[config.mk]
export PLATFORM = sky130hd
export DESIGN_NAME = ctrl_pipe
export DESIGN_NICKNAME = d
export VERILOG_FILES = /design/src/rtl/ctrl_pkg.sv /design/src/rtl/ctrl_decode.sv /design/src/rtl/ctrl_pipe.sv
export SDC_FILE = /design/constraint.sdc
export NUM_CORES = 1
export LEC_CHECK = 0
export ABC_CLOCK_PERIOD_IN_PS = 1600
export BUFFER_PORTS_ARGS = -buffer_cell sky130_fd_sc_hd__clkbuf_2
export CAP_MARGIN = 25
export CORE_MARGIN = 3
export CORE_UTILIZATION = 29
export CTS_CLUSTER_SIZE = 12
export DETAILED_ROUTE_END_ITERATION = 8
export HOLD_SLACK_MARGIN = 0.1
export PLACE_DENSITY = 0.6
export SLEW_MARGIN = 15
export SYNTH_ARGS = -nofsm -noshare
export SYNTH_HDL_FRONTEND = slang
export SYNTH_SLANG_ARGS = --single-unit
[constraint.sdc]
create_clock -name clk -period 1.6 [get_ports clk]
set_input_delay 0 -clock clk [delete_from_list [all_inputs] [get_ports clk]]
set_output_delay 0 -clock clk [all_outputs]
set_load 0.05 [all_outputs]
[src/rtl/ctrl_pkg.sv]
// Shared opcode constants, ALU operation encodings and the control bundle
// carried through the ID/EX, MEM and MEM/WB stage registers.
// Pure declarations; no timing or flow control of its own.
package ctrl_pkg;

  localparam logic [5:0] OP_RTYPE = 6'h00;
  localparam logic [5:0] OP_J     = 6'h02;
  localparam logic [5:0] OP_JAL   = 6'h03;
  localparam logic [5:0] OP_BEQ   = 6'h04;
  localparam logic [5:0] OP_BNE   = 6'h05;
  localparam logic [5:0] OP_ADDI  = 6'h08;
  localparam logic [5:0] OP_SLTI  = 6'h0a;
  localparam logic [5:0] OP_ANDI  = 6'h0c;
  localparam logic [5:0] OP_ORI   = 6'h0d;
  localparam logic [5:0] OP_XORI  = 6'h0e;
  localparam logic [5:0] OP_LW    = 6'h23;
  localparam logic [5:0] OP_SW    = 6'h2b;

  localparam logic [5:0] FN_JR    = 6'h08;
  localparam logic [5:0] FN_JALR  = 6'h09;

  localparam logic [2:0] ALU_ADD   = 3'b000;
  localparam logic [2:0] ALU_SUB   = 3'b001;
  localparam logic [2:0] ALU_RTYPE = 3'b010;
  localparam logic [2:0] ALU_BNE   = 3'b011;
  localparam logic [2:0] ALU_SLT   = 3'b100;
  localparam logic [2:0] ALU_AND   = 3'b101;
  localparam logic [2:0] ALU_OR    = 3'b110;
  localparam logic [2:0] ALU_XOR   = 3'b111;

  typedef struct packed {
    logic       reg_dst;
    logic       alu_src;
    logic [2:0] alu_op;
    logic       mem_read;
    logic       mem_write;
    logic       branch;
    logic       reg_write;
    logic       mem_to_reg;
    logic       jal;
    logic       jump;
    logic       ext_op;
    logic       branch_ne;
    logic       jump_reg;
  } ctrl_t;

  // All-zero bundle: guarantees no register or memory write.
  localparam ctrl_t CTRL_BUBBLE = '0;

  typedef struct packed {
    logic       valid;
    ctrl_t      ctl;
    logic [4:0] dest;
  } stage_t;

  localparam stage_t STAGE_BUBBLE = '0;

  // True when a load held in stage s writes a register the ID instruction reads.
  function automatic logic load_hits(input stage_t s,
                                     input logic [4:0] rs, input logic use_rs,
                                     input logic [4:0] rt, input logic use_rt);
    logic hit_rs;
    logic hit_rt;
    hit_rs = use_rs && (rs != 5'd0) && (s.dest == rs);
    hit_rt = use_rt && (rt != 5'd0) && (s.dest == rt);
    return s.valid && s.ctl.mem_read && (hit_rs || hit_rt);
  endfunction

endpackage

[src/rtl/ctrl_decode.sv]
// Purpose: combinational opcode/funct to control-bundle table.
// Latency: 0 cycles (pure combinational).
// Backpressure: none; optional jr/jalr decode under CTRL_PIPE_JR_EN.
module ctrl_decode
  import ctrl_pkg::*;
(
  input  logic [5:0] op,
  input  logic [5:0] funct,
  output ctrl_t      ctl
);

`ifndef CTRL_PIPE_JR_EN
  logic unused_funct;
  assign unused_funct = ^funct;
`endif

  // Main decode table; unknown opcodes fall through to the bubble.
  always_comb begin
    ctl = CTRL_BUBBLE;
    case (op)
      OP_RTYPE: begin
        ctl.reg_dst   = 1'b1;
        ctl.alu_op    = ALU_RTYPE;
        ctl.reg_write = 1'b1;
`ifdef CTRL_PIPE_JR_EN
        if (funct == FN_JR) begin
          ctl.jump      = 1'b1;
          ctl.jump_reg  = 1'b1;
          ctl.reg_write = 1'b0;
        end else if (funct == FN_JALR) begin
          ctl.jump      = 1'b1;
          ctl.jump_reg  = 1'b1;
          ctl.jal       = 1'b1;
        end
`endif
      end
      OP_J: ctl.jump = 1'b1;
      OP_JAL: begin
        ctl.jump      = 1'b1;
        ctl.reg_write = 1'b1;
        ctl.jal       = 1'b1;
      end
      OP_BEQ: begin
        ctl.branch = 1'b1;
        ctl.alu_op = ALU_SUB;
        ctl.ext_op = 1'b1;
      end
      OP_BNE: begin
        ctl.branch    = 1'b1;
        ctl.alu_op    = ALU_BNE;
        ctl.ext_op    = 1'b1;
        ctl.branch_ne = 1'b1;
      end
      OP_ADDI, OP_SLTI, OP_ANDI, OP_ORI, OP_XORI: begin
        ctl.alu_src   = 1'b1;
        ctl.reg_write = 1'b1;
        ctl.ext_op    = (op == OP_ADDI) || (op == OP_SLTI);
        ctl.alu_op    = (op == OP_ADDI) ? ALU_ADD :
                        (op == OP_SLTI) ? ALU_SLT :
                        (op == OP_ANDI) ? ALU_AND :
                        (op == OP_ORI)  ? ALU_OR  : ALU_XOR;
      end
      OP_LW: begin
        ctl.mem_read   = 1'b1;
        ctl.mem_to_reg = 1'b1;
        ctl.alu_src    = 1'b1;
        ctl.reg_write  = 1'b1;
        ctl.ext_op     = 1'b1;
      end
      OP_SW: begin
        ctl.mem_write = 1'b1;
        ctl.alu_src   = 1'b1;
        ctl.ext_op    = 1'b1;
      end
      default: ctl = CTRL_BUBBLE;
    endcase
  end

endmodule

[src/rtl/ctrl_pipe.sv]
// Purpose: decode ID control, carry it through EX/MEM/WB, insert flush and load-use bubbles.
// Latency: ex_* at N+1, mem_* at N+2, wb_* at N+2+MEM_STAGES; optional jr/jalr via CTRL_PIPE_JR_EN.
// Backpressure: mem_stall freezes every stage; hazard_stall holds PC and IF/ID.
module ctrl_pipe
  import ctrl_pkg::*;
#(
  parameter int MEM_STAGES = 1,
  parameter int ALUOP_W    = 3
) (
  input  logic               clk,
  input  logic               rst,
  input  logic               id_valid,
  input  logic [5:0]         id_op,
  input  logic [5:0]         id_funct,
  input  logic [4:0]         id_rs,
  input  logic [4:0]         id_rt,
  input  logic               flush,
  input  logic               mem_stall,
  output logic               id_jump,
  output logic               id_ext_op,
  output logic               id_branch_ne,
  output logic               id_jump_reg,
  output logic               hazard_stall,
  output logic               ex_reg_dst,
  output logic               ex_alu_src,
  output logic [ALUOP_W-1:0] ex_alu_op,
  output logic               mem_read,
  output logic               mem_write,
  output logic               mem_branch,
  output logic               wb_reg_write,
  output logic               wb_mem_to_reg,
  output logic               wb_jal
);

  ctrl_t  dec;
  stage_t id_stage;
  stage_t idex_q;
  stage_t mem_q [1:MEM_STAGES];
  stage_t wb_q;
  logic   reads_rs;
  logic   reads_rt;
  logic   load_use;
  logic   id_live;
  logic   unused_wb;

  ctrl_decode u_decode (
    .op    (id_op),
    .funct (id_funct),
    .ctl   (dec)
  );

  assign id_stage.valid = id_valid;
  assign id_stage.ctl   = id_valid ? dec : CTRL_BUBBLE;
  assign id_stage.dest  = id_stage.ctl.mem_read ? id_rt : 5'd0;

  // A flushed or empty ID slot must not steer the fetch path.
  assign id_live      = id_valid && !flush;
  assign id_jump      = id_live && dec.jump;
  assign id_ext_op    = id_live && dec.ext_op;
  assign id_branch_ne = id_live && dec.branch_ne;
`ifdef CTRL_PIPE_JR_EN
  assign id_jump_reg  = id_live && dec.jump_reg;
`else
  assign id_jump_reg  = 1'b0;
`endif

  // Compare ID sources against every load whose data is not yet back by ID time.
  always_comb begin
    reads_rs = id_valid && (id_op != OP_J) && (id_op != OP_JAL);
    reads_rt = id_valid && ((id_op == OP_RTYPE) || (id_op == OP_BEQ) ||
                            (id_op == OP_BNE)   || (id_op == OP_SW));
    load_use = load_hits(idex_q, id_rs, reads_rs, id_rt, reads_rt);
    for (int i = 1; i < MEM_STAGES; i++) begin
      load_use = load_use || load_hits(mem_q[i], id_rs, reads_rs, id_rt, reads_rt);
    end
  end

  // Under a freeze the held pipeline keeps the hazard stable; a flush kills the reader anyway.
  assign hazard_stall = !rst && load_use && (mem_stall || !flush);

  // Stage registers: reset clears, mem_stall holds, flush/hazard inject a bubble into ID/EX.
  always_ff @(posedge clk) begin
    if (rst) begin
      idex_q <= STAGE_BUBBLE;
      for (int i = 1; i <= MEM_STAGES; i++) mem_q[i] <= STAGE_BUBBLE;
      wb_q   <= STAGE_BUBBLE;
    end else if (!mem_stall) begin
      idex_q   <= (flush || load_use) ? STAGE_BUBBLE : id_stage;
      mem_q[1] <= idex_q;
      for (int i = 2; i <= MEM_STAGES; i++) mem_q[i] <= mem_q[i-1];
      wb_q     <= mem_q[MEM_STAGES];
    end
  end

  assign ex_reg_dst    = idex_q.ctl.reg_dst;
  assign ex_alu_src    = idex_q.ctl.alu_src;
  assign ex_alu_op     = ALUOP_W'(idex_q.ctl.alu_op);
  assign mem_read      = mem_q[1].ctl.mem_read;
  assign mem_write     = mem_q[1].ctl.mem_write;
  assign mem_branch    = mem_q[1].ctl.branch;
  assign wb_reg_write  = wb_q.ctl.reg_write;
  assign wb_mem_to_reg = wb_q.ctl.mem_to_reg;
  assign wb_jal        = wb_q.ctl.jal;

  // Remaining WB fields are carried for debug visibility only.
  assign unused_wb = ^wb_q;

endmodule

# --- After elaboration in Yosys (flattened, before gate mapping) ---
# Memory sizes are Yosys's and may differ from the RTL's.
# Index checks and enable logic that the tools add are counted.
word_totals:
  ff_bits: 24
  mem_bits_rw: 21
  word_cells: 92
  n_memories: 1
mem_list:
  columns: ["memory", "words", "width", "read_ports", "rd_clocked_by_memory_dff", "write_ports", "line", "rtl"]
  rows:
  - ["mem_q", 1, 21, 1, 0, 1, "ctrl_pipe.sv:38", "stage_t mem_q [1:MEM_STAGES];"]
classes:
  n_eq_ne: 15
  mux: 24
  bitwise_logic: 1
  reduce_logical: 33
op_table:
  columns: ["operator", "n"]
  rows:
  - ["21-bit 2-to-1 mux", 2]
  - ["6-bit by 4-bit == test with 1-bit output (second input constant)", 5]
  - ["1-bit logical AND", 15]
  - ["1-bit 2-to-1 mux", 15]
  - ["15-bit 2-to-1 mux", 1]
  - ["6-bit by 2-bit == test with 1-bit output (second input constant)", 2]
  - ["6-bit by 3-bit == test with 1-bit output (second input constant)", 2]
  - ["6-bit == test (second input constant)", 2]
  - ["6-bit by 2-bit != test with 1-bit output (second input constant)", 2]
  - ["3-bit case mux with 4 select lines", 1]
  - ["5-bit == test", 2]
  - ["5-bit nonzero test", 2]
  - ["3-bit 2-to-1 mux", 3]
  - ["8-bit OR reduction", 1]
  - ["1-bit logical OR", 7]
  - ["7-bit OR reduction", 1]
  - ["6-bit zero test", 1]
  - ["5-bit 2-to-1 mux", 1]
  - ["5-bit OR reduction", 1]
  - ["2-bit OR reduction", 2]
  - ["4-bit OR reduction", 1]
  - ["1-bit zero test", 2]
  - ["1-bit case mux with 2 select lines", 1]
  - ["1-bit OR", 1]

# --- Depth between registers and ports, before layout ---
depth:
  word_depth: 11
  mapped_depth: 7
  depth_no_buf: 5

# --- Hierarchy ---
# Synthesis repeated with hierarchy kept, for this count alone.
hier_totals:
  cells_unflattened: 183
  hier_area_um2: 1462.7
modules_own_cells:
  columns: ["module", "instances", "cells_each", "area_per_inst_um2", "seq_area_each_um2"]
  rows:
  - ["ctrl_pipe", 1, 140, 1209.9, 580.6]
  - ["ctrl_decode", 1, 43, 252.7, 0.0]

# --- Worst setup path before layout ---
# OpenSTA, ideal clock, no wires.
synth_path:
  path_type: "reg-to-output"
  startpoint: "register idex_q[3] (netlist name)"
  endpoint: "output port hazard_stall"
  arrival_time_ps: 1763
  path_slack_ps: -163
  path_stages_with_launch: 7
  cell_sequence: "dfxtp_1 -> xor2_1 -> nor4_1 -> nand2_1 -> o31ai_4 -> buf_6 -> and2_1"
synth_via:
  elab_chain_len: 6
  word_cells_on_any_way: 8
  cone_classes: "2 x eq/ne; 6 x reduce/logical"
synth_rtl:
  columns: ["item", "line", "rtl"]
  rows:
  - ["start: declaration", "ctrl_pipe.sv:37", "stage_t idex_q;"]
  - ["start signal: assignment", "ctrl_pipe.sv:88", "idex_q <= (flush || load_use) ? STAGE_BUBBLE : id_stage;"]
  - ["5-bit == test (on tied branches)", "ctrl_pkg.sv:64, ctrl_pkg.sv:65", null]
  - ["1-bit logical AND (on tied branches)", "ctrl_pkg.sv:64, ctrl_pkg.sv:65", null]
  - ["1-bit logical OR (*)", "ctrl_pkg.sv:66", "return s.valid && s.ctl.mem_read && (hit_rs || hit_rt);"]
  - ["1-bit logical AND (*)", "ctrl_pkg.sv:66", null]
  - ["1-bit logical AND (*) (2 in a row)", "ctrl_pipe.sv:79", "assign hazard_stall = !rst && load_use && (mem_stall || !flush);"]
  - ["end: declaration", "ctrl_pipe.sv:23", "output logic hazard_stall,"]
# Every way passes the cells marked *; elsewhere a longest branch is shown, timed or not.

# --- Final worst setup path ---
# Same ends and word-level chain as after synthesis.

==> run summary <==
hold path start - id_op[0]
post-synth cell types - 36
Remaining DRCs - 0
worst-skew pair later-pin latency - 270 ps
RR Startpoint - idex_q[3]$_SDFFE_PP0N_
fillers - 430
CTS Buffer Depth - 2
TritonCTS clock tree - yes
first-pass GRT wire length - 5340 um
Yosys top cell by area - dfxtp_1
flop-to-flop setup slack - 20 ps
grt ovf - 0
# clock sinks - 24
Die X - 72.79 um
final worst-path cycle share - 109.0%
Leak - 0.7644 nW
Post-synth EDFFs - 5
Seq pwr share - 46.1%
share of layout cells above drive strength 1 - 34.83%
fmax - 0.5732 GHz
Sw Ratio - 23.80%
Antenna Cells - 0
Synth Instances - 146
largest net degree at the start of global routing - 17
pwr dens - 758.0 mW/mm2
design area - 0.001802 mm2
Largest Register - idex_q
setup ws final - -144.7 ps
number of I/O port buffers - 35
Cell Area, Placed - 0.001607 mm2
overall routed net length - 3237 um
crit-path max FO - 4
Crit Path Class - reg2out
critical path required time - 1600 ps
sequential share of the synthesized area - 41.01%
syn_nets - 173
DIE AREA - 0.005298 mm2
Post-DRT Antenna Nets - 0
H-tree levels - 1
CTS Buf Count - 3
Cell Int Power - 1.041 mW
WP data arrival - 1740 ps
Synth area leaders - dfxtp_1 29%, edfxtp_1 12%, o31ai_1 7.0%
initial antenna violation count - 0
type of the most critical hold path - in2reg
Worst VDD drop - 0.4748 mV
WHS Endpoint - idex_q[9]$_SDFFE_PP0N_
clock-pin transition on the worst setup and hold timing paths - 90 ps
WL/cell - 12.90 um
violated checks - setup timing
DR pass1 iterations - 4
RSZ-0062 raised after global routing - yes
Initial Util - 31.22%
top-count cell post-synth - nand2_1
Commonest cells post-synth - 20 x nand2_1, 19 x dfxtp_1, 12 x o31ai_1
RR Endpoint - idex_q[3]$_SDFFE_PP0N_
Max Clock Skew - 3.334 ps
post-synthesis to final-layout area growth - 39.27%
Setup crit start kind - register
count of final setup violators - 1
Final Total Pwr - 1.366 mW
leading register cell type out of synthesis - dfxtp_1
number of flip-flops in the largest register - 11
NetSw - 0.3251 mW
R2R cell count - 6
Ports - 43
HPWL reported at the end of detailed placement - 2414 um
max-cap violation count - 0
Synth top area share - 29.40%
Final Hold Vio Count - 0
Tmin final - 1745 ps
mean post-synth cell area - 8.861 um2
FP Rows - 23
Ys Warns - 0
Starting DRT DRC Count - 33
nets@finish - 229
outcome - finished with violations
Clk pwr share - 39.5%
Die Ht - 72.79 um
RePlAce Congestion - 0.8684
Overall Global Routing Usage - 12.85%
CTS root buf - clkbuf_8
ys async rst share - 0%
via count - 1192
worst hold stages - 3
logic gate share of total power - 14.4%
post-synthesis cell area - 0.001294 mm2
core area - 0.004144 mm2
nature of the critical path endpoint - output port
count of final max-slew check failures - 0
vias per inst - 4.749
Seq cells post-synth - 24
vias in the first global route - 1137
timing repair:
action	4_1_cts	5_1_grt
cloned	0	0
pin swaps	4	2
buffers inserted	0	0
resized for setup	7	1
setup endpoints to repair	14	17
hold buffers	9	0
endpoints found under the hold margin	10	0
critical path, stage by stage, from the launching register on:
cell and delay [ps]:
dfxtp_2 370, nor4_1 70, or3_1 300, a211o_2 320, o31ai_4 70, and2_4 190, clkbuf_16 150
cell type report:
cell class	instances	area, um2	area share (%)
flip-flops and latches	24	534.3	29.65
inverters	5	18.77	1.042
clock inverters	1	30.03	1.667
repair buffers	62	420.4	23.33
well taps	50	62.56	3.472
clock buffers	3	41.29	2.292
multi-input cells	106	694.4	38.54
kinds of logic (layout without fill, tap and decap cells):
kind of cell / Yosys count / after routing / share of synthesized area [%]
muxes: 4 / 4 / 3.095
other: 1 / 1 / 0.2899
AOI/OAI and AO/OA: 30 / 30 / 19.15
xor gates and xnor gates: 9 / 9 / 6.093
DFF: 24 / 24 / 41.01
and+or+nand+nor: 62 / 62 / 23.69
buffers and inverters: 16 / 71 / 6.674
placed cells by master, fill, tap and decap left out, types with 2 or more instances in the layout:
cell | Yosys | routed
a32oi_1 | 2 | 2
and2_1 | 6 | 5
and3_1 | 3 | 3
buf_4 | 5 | 18
clkbuf_2 | 0 | 34
clkbuf_8 | 0 | 3
dfxtp_1 | 19 | 16
dfxtp_2 | 0 | 3
dlygate4sd3_1 | 0 | 9
edfxtp_1 | 5 | 5
inv_1 | 5 | 5
mux2i_1 | 4 | 4
nand2_1 | 20 | 20
nand2b_1 | 2 | 2
nand3_1 | 9 | 9
nor2_1 | 11 | 10
nor4_1 | 3 | 3
o21a_1 | 2 | 2
o21ai_0 | 4 | 4
o31ai_1 | 12 | 12
o41ai_1 | 2 | 2
or3_1 | 3 | 3
xnor2_1 | 6 | 5
xor2_1 | 3 | 3
stage by stage:
stage	TNS (ps)	util (%)	setup slack, ps	hold WS (ps)	instances
floorplan	0	-	33.73	102.0	146
global placement	-0.8727	38.77	-0.8727	273.8	238
detailed placement	-152.2	38.77	-20.02	278.6	238
CTS	-157.1	43.42	-157.1	110.5	251
global route	-1855	43.48	-274.9	151.3	251
finish	-144.7	43.48	-144.7	126.7	251
how the worst max path moves through the flow:
stage	start	endpoint	slack (ps)	cells past startpoint
2_1_floorplan	idex_q[3]$_SDFFE_PP0N_	hazard_stall	30	6
3_3_place_gp	idex_q[0]$_SDFFE_PP0N_	idex_q[14]$_SDFFE_PP0N_	-0.9	6
3_5_place_dp	idex_q[3]$_SDFFE_PP0N_	idex_q[3]$_SDFFE_PP0N_	-20	6
4_1_cts	idex_q[3]$_SDFFE_PP0N_	hazard_stall	-160	6
5_1_grt	idex_q[3]$_SDFFE_PP0N_	hazard_stall	-270	6
6_report	idex_q[3]$_SDFFE_PP0N_	hazard_stall	-140	6
routing by layer:
layer | vias up | part of all wire [%] | GRT usage [%]
met5 | - | 0 | 0
met4 | 0 | 0.83 | 3.074
met3 | 4 | 5.0 | 2.617
met2 | 30 | 44 | 20.34
met1 | 527 | 50 | 17.94
li1 | 631 | - | -
power by group through the flow:
| stage | Sequential (mW) | Clock (mW) | Combinational (mW) |
|---|---|---|---|
| 5_1_grt | 0.631 | 0.573 | 0.215 |
| 3_3_place_gp | 0.643 | 0 | 0.177 |
| 3_5_place_dp | 0.644 | 0 | 0.177 |
| 4_1_cts | 0.630 | 0.556 | 0.197 |
| 6_report | 0.629 | 0.539 | 0.197 |
| 2_1_floorplan | 0.664 | 0 | 0.0839 |
No activity file was read; power rests on OpenSTA's default activity.
